===== config.mk =====
export PLATFORM = sky130hd
export DESIGN_NAME = motor_fault_ctrl
export DESIGN_NICKNAME = d
export VERILOG_FILES = /design/src/rtl/motor_pkg.sv /design/src/rtl/motor_fault_chan.sv /design/src/rtl/motor_fault_ctrl.sv
export SDC_FILE = /design/constraint.sdc
export NUM_CORES = 1
export LEC_CHECK = 0
export CORE_MARGIN = 2
export CORE_UTILIZATION = 65
export CTS_CLUSTER_SIZE = 8
export DETAILED_ROUTE_END_ITERATION = 16
export PLACE_DENSITY = 0.86
export SYNTH_ARGS = -nofsm -noshare
export SYNTH_HDL_FRONTEND = slang
export SYNTH_HIERARCHICAL = 1
export SYNTH_SLANG_ARGS = --single-unit

===== constraint.sdc =====
create_clock -name clk -period 4.1 [get_ports clk]
set_input_delay 0.82 -clock clk [delete_from_list [all_inputs] [get_ports clk]]
set_output_delay 0.82 -clock clk [all_outputs]
set_load 0.005 [all_outputs]

===== src/rtl/motor_pkg.sv =====
// rtl/motor_pkg.sv - shared state encoding and default parameters for the motor fault supervisor
package motor_pkg;

   typedef enum logic [1:0] {
      ST_OFF  = 2'd0,
      ST_RUN  = 2'd1,
      ST_COOL = 2'd2,
      ST_LOCK = 2'd3
   } motor_state_e;

   localparam int COOL_CYCLES_DEF = 50_000_000;
   localparam int COOL_W_DEF      = 26;
   localparam int DEB_CYCLES_DEF  = 4;
   localparam int MAX_RETRY_DEF   = 3;
   localparam int RETRY_W_DEF     = 2;
   localparam int LINKED_DEF      = 1;

endpackage


===== src/rtl/motor_fault_chan.sv =====
// rtl/motor_fault_chan.sv - one channel: debounce, cool-down, retry counting and lockout FSM
module motor_fault_chan
   import motor_pkg::*;
#(
   parameter int COOL_CYCLES = COOL_CYCLES_DEF,
   parameter int COOL_W      = COOL_W_DEF,
   parameter int DEB_CYCLES  = DEB_CYCLES_DEF,
   parameter int MAX_RETRY   = MAX_RETRY_DEF,
   parameter int RETRY_W     = RETRY_W_DEF
) (
   input  logic               clk,
   input  logic               reset,
   input  logic               ocs_i,
   input  logic               run_i,
   input  logic               clear_i,
   input  logic               force_cool_i,
   output logic               trip_o,
   output logic               en_o,
   output logic               fault_o,
   output logic               lock_o,
   output logic [RETRY_W-1:0] retry_o
);

   localparam int DEB_W = $clog2(DEB_CYCLES + 1);
   localparam logic [DEB_W-1:0]   DEB_LAST  = DEB_W'(DEB_CYCLES - 1);
   localparam logic [COOL_W-1:0]  COOL_LAST = COOL_W'(COOL_CYCLES - 1);
   localparam logic [RETRY_W-1:0] RETRY_MAX = RETRY_W'(MAX_RETRY);

   motor_state_e       state_q, state_d;
   logic [DEB_W-1:0]   deb_q, deb_d;
   logic [COOL_W-1:0]  cool_q, cool_d;
   logic [RETRY_W-1:0] retry_q, retry_d;
   logic [RETRY_W-1:0] retry_inc;
   logic               en_q, fault_q, lock_q;

   // Trip fires on the edge where the debounce count would reach DEB_CYCLES.
   assign trip_o    = (state_q == ST_RUN) && ocs_i && (deb_q == DEB_LAST);
   assign retry_inc = (&retry_q) ? retry_q : retry_q + RETRY_W'(1);

   // Next-state, counter and retry bookkeeping; the cool counter doubles as the
   // retry-decay timer while running.
   always_comb begin
      state_d = state_q;
      deb_d   = deb_q;
      cool_d  = cool_q;
      retry_d = retry_q;
      case (state_q)
         ST_OFF: begin
            deb_d  = '0;
            cool_d = '0;
            if (force_cool_i) state_d = ST_COOL;
            else if (run_i)   state_d = ST_RUN;
         end
         ST_RUN: begin
            if (trip_o) begin
               state_d = ST_COOL;
               retry_d = retry_inc;
               cool_d  = '0;
               deb_d   = '0;
            end else if (force_cool_i) begin
               state_d = ST_COOL;
               cool_d  = '0;
               deb_d   = '0;
            end else if (!run_i) begin
               state_d = ST_OFF;
               cool_d  = '0;
               deb_d   = '0;
            end else begin
               deb_d = ocs_i ? deb_q + DEB_W'(1) : '0;
               if (cool_q == COOL_LAST) retry_d = '0;
               else                     cool_d  = cool_q + COOL_W'(1);
            end
         end
         ST_COOL: begin
            deb_d = '0;
            if (force_cool_i) begin
               cool_d = '0;
            end else if (cool_q == COOL_LAST) begin
               cool_d = '0;
               if (retry_q == RETRY_MAX) state_d = ST_LOCK;
               else if (ocs_i)           retry_d = retry_inc;
               else if (run_i)           state_d = ST_RUN;
               else                      state_d = ST_OFF;
            end else begin
               cool_d = cool_q + COOL_W'(1);
            end
         end
         ST_LOCK: begin
            deb_d  = '0;
            cool_d = '0;
            if (clear_i && !ocs_i) begin
               state_d = ST_OFF;
               retry_d = '0;
            end
         end
         default: state_d = ST_OFF;
      endcase
   end

   // State, counters and registered pin outputs derived from the next state.
   always_ff @(posedge clk) begin
      if (reset) begin
         state_q <= ST_OFF;
         deb_q   <= '0;
         cool_q  <= '0;
         retry_q <= '0;
         en_q    <= 1'b0;
         fault_q <= 1'b0;
         lock_q  <= 1'b0;
      end else begin
         state_q <= state_d;
         deb_q   <= deb_d;
         cool_q  <= cool_d;
         retry_q <= retry_d;
         en_q    <= (state_d == ST_RUN);
         fault_q <= (state_d == ST_COOL) || (state_d == ST_LOCK);
         lock_q  <= (state_d == ST_LOCK);
      end
   end

   assign en_o    = en_q;
   assign fault_o = fault_q;
   assign lock_o  = lock_q;
   assign retry_o = retry_q;

endmodule


===== src/rtl/motor_fault_ctrl.sv =====
// rtl/motor_fault_ctrl.sv - two-channel H-bridge overcurrent supervisor and enable sequencer
module motor_fault_ctrl
   import motor_pkg::*;
#(
   parameter int COOL_CYCLES = COOL_CYCLES_DEF,
   parameter int COOL_W      = COOL_W_DEF,
   parameter int DEB_CYCLES  = DEB_CYCLES_DEF,
   parameter int MAX_RETRY   = MAX_RETRY_DEF,
   parameter int RETRY_W     = RETRY_W_DEF,
   parameter int LINKED      = LINKED_DEF
) (
   input  logic               clk,
   input  logic               reset,
   input  logic               OCA,
   input  logic               OCB,
   input  logic               run_a,
   input  logic               run_b,
   input  logic               clear,
   output logic               ENA,
   output logic               ENB,
   output logic               fault_a,
   output logic               fault_b,
   output logic               lock_a,
   output logic               lock_b,
   output logic [RETRY_W-1:0] retry_a,
   output logic [RETRY_W-1:0] retry_b
);

   logic oca_s1_q, oca_s2_q, ocb_s1_q, ocb_s2_q;
   logic trip_a, trip_b, force_a, force_b;

   // Two-flop synchronizers for the asynchronous driver overcurrent flags.
   always_ff @(posedge clk) begin
      if (reset) begin
         oca_s1_q <= 1'b0;
         oca_s2_q <= 1'b0;
         ocb_s1_q <= 1'b0;
         ocb_s2_q <= 1'b0;
      end else begin
         oca_s1_q <= OCA;
         oca_s2_q <= oca_s1_q;
         ocb_s1_q <= OCB;
         ocb_s2_q <= ocb_s1_q;
      end
   end

   // A trip on one bridge pulls the other into cool-down when the channels are linked.
   assign force_a = (LINKED != 0) && trip_b;
   assign force_b = (LINKED != 0) && trip_a;

   motor_fault_chan #(
      .COOL_CYCLES (COOL_CYCLES),
      .COOL_W      (COOL_W),
      .DEB_CYCLES  (DEB_CYCLES),
      .MAX_RETRY   (MAX_RETRY),
      .RETRY_W     (RETRY_W)
   ) u_chan_a (
      .clk          (clk),
      .reset        (reset),
      .ocs_i        (oca_s2_q),
      .run_i        (run_a),
      .clear_i      (clear),
      .force_cool_i (force_a),
      .trip_o       (trip_a),
      .en_o         (ENA),
      .fault_o      (fault_a),
      .lock_o       (lock_a),
      .retry_o      (retry_a)
   );

   motor_fault_chan #(
      .COOL_CYCLES (COOL_CYCLES),
      .COOL_W      (COOL_W),
      .DEB_CYCLES  (DEB_CYCLES),
      .MAX_RETRY   (MAX_RETRY),
      .RETRY_W     (RETRY_W)
   ) u_chan_b (
      .clk          (clk),
      .reset        (reset),
      .ocs_i        (ocb_s2_q),
      .run_i        (run_b),
      .clear_i      (clear),
      .force_cool_i (force_b),
      .trip_o       (trip_b),
      .en_o         (ENB),
      .fault_o      (fault_b),
      .lock_o       (lock_b),
      .retry_o      (retry_b)
   );

endmodule


== Yosys cells after proc, flatten, opt, wreduce, memory -nomap -nowiden ==
Index checks and enable logic that the tools add are counted.
Word-level totals
  bits in registers: 76
  input bits: 7
  output and inout port bits: 10
  logic and storage cells: 152
Cells by class
  $add $sub $neg: 6
  eq/ne operators: 36
  muxes and demuxes: 70
  reduce and logical (&&, ||, !) cells: 22
Operator list (number)
  $mux 26: 12
  $pmux 26 s3: 2
  $mux 2: 40
  $add 26x1->26 const B: 2
  $eq 26x26->1 const B: 2
  $mux 3: 8
  $eq 2x2->1 const B: 10
  $ne 3x3->1 const B: 6
  $reduce_and 9->1: 2
  $pmux 2 s4: 2
  $ne 2x2->1 const B: 6
  $pmux 2 s3: 2
  $pmux 3 s2: 2
  $ne 5x5->1 const B: 2
  $eq 2x1->1 const B: 4
  $ne 2x1->1 const B: 4
  $add 3x1->3 const B: 2
  $eq 3x2->1 const B: 2
  $logic_and 1x1->1: 6
  $reduce_bool 3->1: 2
  $reduce_or 3->1: 2
  $add 2x1->2 const B: 2
  $logic_not 2->1: 2
  $reduce_and 2->1: 2
  other kinds (4): 8

== Longest topological paths before layout ==
  word-level depth: 8
  gate-level depth with buffers: 10
  gate-level depth less buffers: 9

== By module ==
Netlist, hierarchy kept.
Modules (own cells, without submodules)
  motor_fault_chan at u_chan_a: times used 1, cells each 209, area an instance 1854.3 um^2, seq. area each 700.7 um^2
  motor_fault_chan at u_chan_b: times used 1, cells each 218, area an instance 1830.5 um^2, seq. area each 720.7 um^2
  motor_fault_ctrl: times used 1, cells each 8, area an instance 105.1 um^2, seq. area each 80.1 um^2

== Least setup slack after synthesis ==
Ideal clock, no wire load.
  path type: register to register
  start point: register u_chan_a.deb_q[0]
  end point: register u_chan_b.cool_q[3]
  setup time: 0.070 ns
  arrival: 2.169 ns
  required time: 4.030 ns
  setup slack: 1.861 ns
  cell stages (with the launch flop): 10
  buffers on the path: 0
  clock period less this slack: 2.239 ns
  cell sequence: dfxtp_1 > ha_1 > ha_1 > nand2_1 > nor3_2 > nand2b_1 > or3_1 > nor4_4 > o21ai_0 > a21oi_1
Between the ends
  word-level cells in the longest chain between the ends: 5
  elaborated cells between the ends (all ways): 7
  classes of those cells: 2 x eq/ne; 4 x mux; 1 x reduce/logical
Ends and longest elaborated chain
  start: declaration: line motor_fault_chan.sv:30  | logic [DEB_W-1:0] deb_q, deb_d;
  start signal: assignment: line motor_fault_chan.sv:104  | deb_q <= '0;
  start signal: assignment: line motor_fault_chan.sv:112  | deb_q <= deb_d;
  $eq 3x2->1 *: line motor_fault_chan.sv:37  | assign trip_o = (state_q == ST_RUN) && ocs_i && (deb_q == DEB_LAST);
  $logic_and 1x1->1 *: line motor_fault_chan.sv:37
  via force_b: line motor_fault_ctrl.sv:30  | logic trip_a, trip_b, force_a, force_b;
  $mux 26: line motor_fault_chan.sv:60  | end else if (force_cool_i) begin
  $mux 26: line motor_fault_chan.sv:55  | if (trip_o) begin
  $pmux 26 s3: line motor_fault_chan.sv:47  | case (state_q)
  end signal: assignment: line motor_fault_chan.sv:113  | cool_q <= cool_d;
  end: declaration: line motor_fault_chan.sv:31  | logic [COOL_W-1:0] cool_q, cool_d;
Mark *: on every way through the listed nets, which the timed path passes. The rest lies on a longest branch.
A chain may end at the register's enable or synchronous reset.

== Worst setup path after layout ==
  start point: register u_chan_a.deb_q[0]
  end point: register u_chan_b.cool_q[1]
The elaborated chain is that of the path after synthesis.

==> out/metrics.yaml <==
fraction_of_the_yosys_area_taken_by_sequential_cells: 0.3962
run_status: "finished, final reports clean"
fp.dieH_microns: 80.36
worst_ir_drop_on_vdd_mv: 0.2701
clock_path_buffers: 2
fin_util: 0.7535
critPathRequiredTime_ps: 4290
floorplan.die.width_microns: 80.36
comb_power_share: 0.028
postLayoutSetupSlackWorst_ps: 1323
cts_hold_buffers: 0
detail_route.drc_violations: 0
hold_path_end: "u_chan_a/deb_q[0]$_SDFF_PP0_"
clock_sinks: 75
ys.flop_type: "sky130_fd_sc_hd__dfxtp_1"
r2r-start: "u_chan_a/deb_q[0]$_SDFF_PP0_"
rsz0062_at_grt: "no"
worst_clock_skew_ps: 8.732
postSynthAreaPerCell_sq_um: 8.712
global_route.usage.total: 0.2571
r2r_end: "u_chan_b/cool_q[1]$_SDFFE_PP0P_"
drt-total-wl_microns: 7774
maxClockFrequency_ghz: 0.3601
post_synth_num_cell_types: 69
slew_headroom: 0.3072
critPathKind: "flop to flop"
clock_tree_from_tritoncts: "yes"
hold_path_class: "flop to flop"
placement_stage_cell_area_sq_um: 3954
place_congestion: 0.9038
ant_nets: 0
netlist_instances: 435
power.share.clock: 0.464
syn-cell-area_sq_um: 3790
setup.worst_path.end_class: "flop"
number_of_top_level_design_ports: 17
mean_number_of_vias_per_cell: 6.047
rows: 27
h-tree-depth: 3
timing.critical_path.fanout_max: 26
ctsRootBufferMaster: "sky130_fd_sc_hd__clkbuf_8"
postCtsSetupRepairBufs: 0
final_max_slew_viol_count: 0
num-nets-final: 463
io_buffer_count: 16
clkLatencyLatePin_ps: 330
yosysWarnings: 6
netSwitchingPower_mw: 0.2933
worstSetupStartpointType: "flop"
estimated_wirelength_of_the_detail_placed_design_microns: 5086
fillers: 392
floorplan.core_area_sq_um: 5574
grt_overflow_total: 0
internal_power_mw: 1.161
final-setup-viol-count: 0
reg2reg_depth: 9
power_density_over_the_cells_nw_per_um2: 346.2
vias: 3187
post_cts_resize_count: 0
final_layout_size_suffix_gt1_frac: 0.09451
dr_iter_0_viols: 194
initial_utilization: 0.6799
firstDrtPassIters: 5
areaGrowthSynthToFinish_pct: 10.83
synth_fp_nets: 448
async_flop_share: 0
fin_crit_sh: 0.6773
hold-path-cell-count: 1
tightest_slew_ps: 1030
arrival_ps: 2970
largest_net_degree_at_the_start_of_global_routing: 27
wire_length_of_the_first_global_routing_pass_microns: 13180
finalHoldViolCount: 0
hold_slack_ps: 423.6
ys_seq_elements: 75
pwr-share-seq: 0.508
setup_total_negative_slack_ps: 0
avgRoutedWirePerCell_microns: 14.75
worst_hold_startpoint: "u_chan_a/deb_q[0]$_SDFF_PP0_"
synth_enable_flop_cells: 0
cts_buffers: 9
cap_violations: 0
floorplan.die_area_sq_um: 6458
antenna_found_initial: 0
place_worst_setup_slack_ps: 1366
worst_setup_hold_path_clk_slew_ps: 80
swShare: 0.2017
r2r_setup_slack_ps: 1320
first_global_vias: 2895
final.min_clock_period_ps: 2777
diodes: 0
total_leakage_power_nw: 1.407
final_area_sq_um: 4200
-- Yosys cell counts, types with 2 or more instances --
cell                       number  area (sq um)
sky130_fd_sc_hd__o22ai_1        2         12.51
sky130_fd_sc_hd__and2_1         2         12.51
sky130_fd_sc_hd__nor4_4         3         63.81
sky130_fd_sc_hd__and3_1         9         56.30
sky130_fd_sc_hd__or4_1          4         30.03
sky130_fd_sc_hd__nor2b_1        7         43.79
sky130_fd_sc_hd__o21bai_1       2         15.01
sky130_fd_sc_hd__ha_1           6         75.07
sky130_fd_sc_hd__dfxtp_1       75          1501
sky130_fd_sc_hd__buf_6          4         45.04
sky130_fd_sc_hd__nor3b_1        2         15.01
sky130_fd_sc_hd__o21ai_0       15         75.07
sky130_fd_sc_hd__a21oi_1       19         95.09
sky130_fd_sc_hd__nand2_1       30         112.6
sky130_fd_sc_hd__or3_1          8         50.05
sky130_fd_sc_hd__nor4b_1        5         43.79
sky130_fd_sc_hd__a311oi_1       2         17.52
sky130_fd_sc_hd__nand3_1       20         100.1
sky130_fd_sc_hd__o31ai_1        3         22.52
sky130_fd_sc_hd__xor2_1        24         210.2
sky130_fd_sc_hd__a21boi_0       2         15.01
sky130_fd_sc_hd__o211ai_1       2         15.01
sky130_fd_sc_hd__a221oi_1       2         17.52
sky130_fd_sc_hd__buf_2          3         15.01
sky130_fd_sc_hd__mux2i_1        3         30.03
sky130_fd_sc_hd__and4_1         3         26.28
sky130_fd_sc_hd__inv_1         20         75.07
sky130_fd_sc_hd__nand2b_1      10         62.56
sky130_fd_sc_hd__clkbuf_1       3         11.26
sky130_fd_sc_hd__nand3b_1       5         37.54
sky130_fd_sc_hd__nor3_1         8         40.04
sky130_fd_sc_hd__nor2_1        62         232.7
sky130_fd_sc_hd__a31oi_1        5         31.28
sky130_fd_sc_hd__xnor2_1       13         113.9
sky130_fd_sc_hd__a211o_1        3         26.28
sky130_fd_sc_hd__nand4_1       11         68.82
sky130_fd_sc_hd__nor3_2         2         20.02
sky130_fd_sc_hd__a31o_2         2         17.52
sky130_fd_sc_hd__nor4_1         4         25.02
-- power by group through the flow --
stage | combinational [mW] | sequential (mW) | clock [mW]
2_1_floorplan | 0.0282 | 0.753 | 0
3_3_place_gp | 0.0390 | 0.755 | 0
3_5_place_dp | 0.0397 | 0.755 | 0
4_1_cts | 0.0406 | 0.738 | 0.678
5_1_grt | 0.0451 | 0.739 | 0.706
6_report | 0.0413 | 0.739 | 0.674
-- logic make-up after synthesis --
kind of cell,synth area share
flip-flops,0.3962
AO/OA/AOI/OAI,0.1099
buffers and inverters,0.04556
multiplexers,0.007924
AND/OR/NAND/NOR,0.3351
XOR/XNOR,0.08551
adder cells (fa/ha/maj),0.01981
-- registers in the layout (all words and copies together) (netlist names) --
signal and flops:
ocb_s1_q 1, u_chan_a/deb_q 3, ocb_s2_q 1, oca_s2_q 1, u_chan_b/deb_q 3, oca_s1_q 1
u_chan_b/state_q 2, u_chan_a/retry_o 2, u_chan_b/retry_o 2, u_chan_a/state_q 2, u_chan_a/en_o 1, u_chan_a/lock_o 1
u_chan_a/cool_q 26, u_chan_b/lock_o 1, u_chan_b/fault_o 1, u_chan_b/cool_q 26, u_chan_b/en_o 1
-- cell type report --
type                       instances  area [sq um]  share of cell area
clock inverter                     3         67.56             0.01609
inverter                          21         78.83             0.01877
sequential                        75          1501              0.3575
timing repair buffer              17         167.7             0.03992
clock buffer                      13         178.9             0.04260
tap                               72         90.09             0.02145
multi-input combinational        326          2116              0.5037
-- worst max-delay path, stage by stage (launching register included) --
cell,delay (ps)
sky130_fd_sc_hd__dfxtp_1,340
sky130_fd_sc_hd__ha_1,150
sky130_fd_sc_hd__ha_1,190
sky130_fd_sc_hd__nand2_1,150
sky130_fd_sc_hd__nor3_2,500
sky130_fd_sc_hd__nand2b_1,260
sky130_fd_sc_hd__or3_1,240
sky130_fd_sc_hd__nor2_1,100
sky130_fd_sc_hd__a21oi_4,530
sky130_fd_sc_hd__o21ai_0,180
-- stage by stage --
step,instances,total power [mW]
after global routing,527,1.491
after CTS,527,1.457
final,527,1.454
after floorplan,435,0.7812
after global placement,511,0.7942
after detailed placement,511,0.7951
-- routing by layer --
metal  vias up  track usage  share of wire
li1       1569            -              -
met1      1501       0.3267           0.44
met2       108       0.4333           0.49
met3         9      0.04494          0.056
met4         0       0.1000          0.011
met5         -            0              0
-- worst max path at each step --
stage	start	endpoint	slack, ps	cells after the start
final	u_chan_a/deb_q[0]$_SDFF_PP0_	u_chan_b/cool_q[1]$_SDFFE_PP0P_	1320	9
after global routing	u_chan_a/deb_q[0]$_SDFF_PP0_	u_chan_b/cool_q[1]$_SDFFE_PP0P_	1120	9
after CTS	u_chan_a/deb_q[0]$_SDFF_PP0_	u_chan_b/cool_q[1]$_SDFFE_PP0P_	1360	9
after detailed placement	run_b	u_chan_b/cool_q[7]$_SDFFE_PP0P_	1370	6
after global placement	run_b	u_chan_b/cool_q[7]$_SDFFE_PP0P_	1390	6
after floorplan	u_chan_a/deb_q[0]$_SDFF_PP0_	u_chan_b/cool_q[3]$_SDFFE_PP0P_	1860	9
-- placed cells by master, fill, tap and decap left out, types with 13 or more instances in the layout --
| cell type | synthesis | layout |
|---|---|---|
| sky130_fd_sc_hd__nor2_1 | 62 | 62 |
| sky130_fd_sc_hd__nand2_1 | 30 | 30 |
| sky130_fd_sc_hd__xnor2_1 | 13 | 13 |
| sky130_fd_sc_hd__nand3_1 | 20 | 20 |
| sky130_fd_sc_hd__xor2_1 | 24 | 24 |
| sky130_fd_sc_hd__dfxtp_1 | 75 | 75 |
| sky130_fd_sc_hd__inv_1 | 20 | 20 |
| sky130_fd_sc_hd__clkbuf_8 | 0 | 13 |
| sky130_fd_sc_hd__clkdlybuf4s50_1 | 0 | 16 |
| sky130_fd_sc_hd__o21ai_0 | 15 | 15 |
| sky130_fd_sc_hd__a21oi_1 | 19 | 19 |
Power figures use the tool's default switching activity.
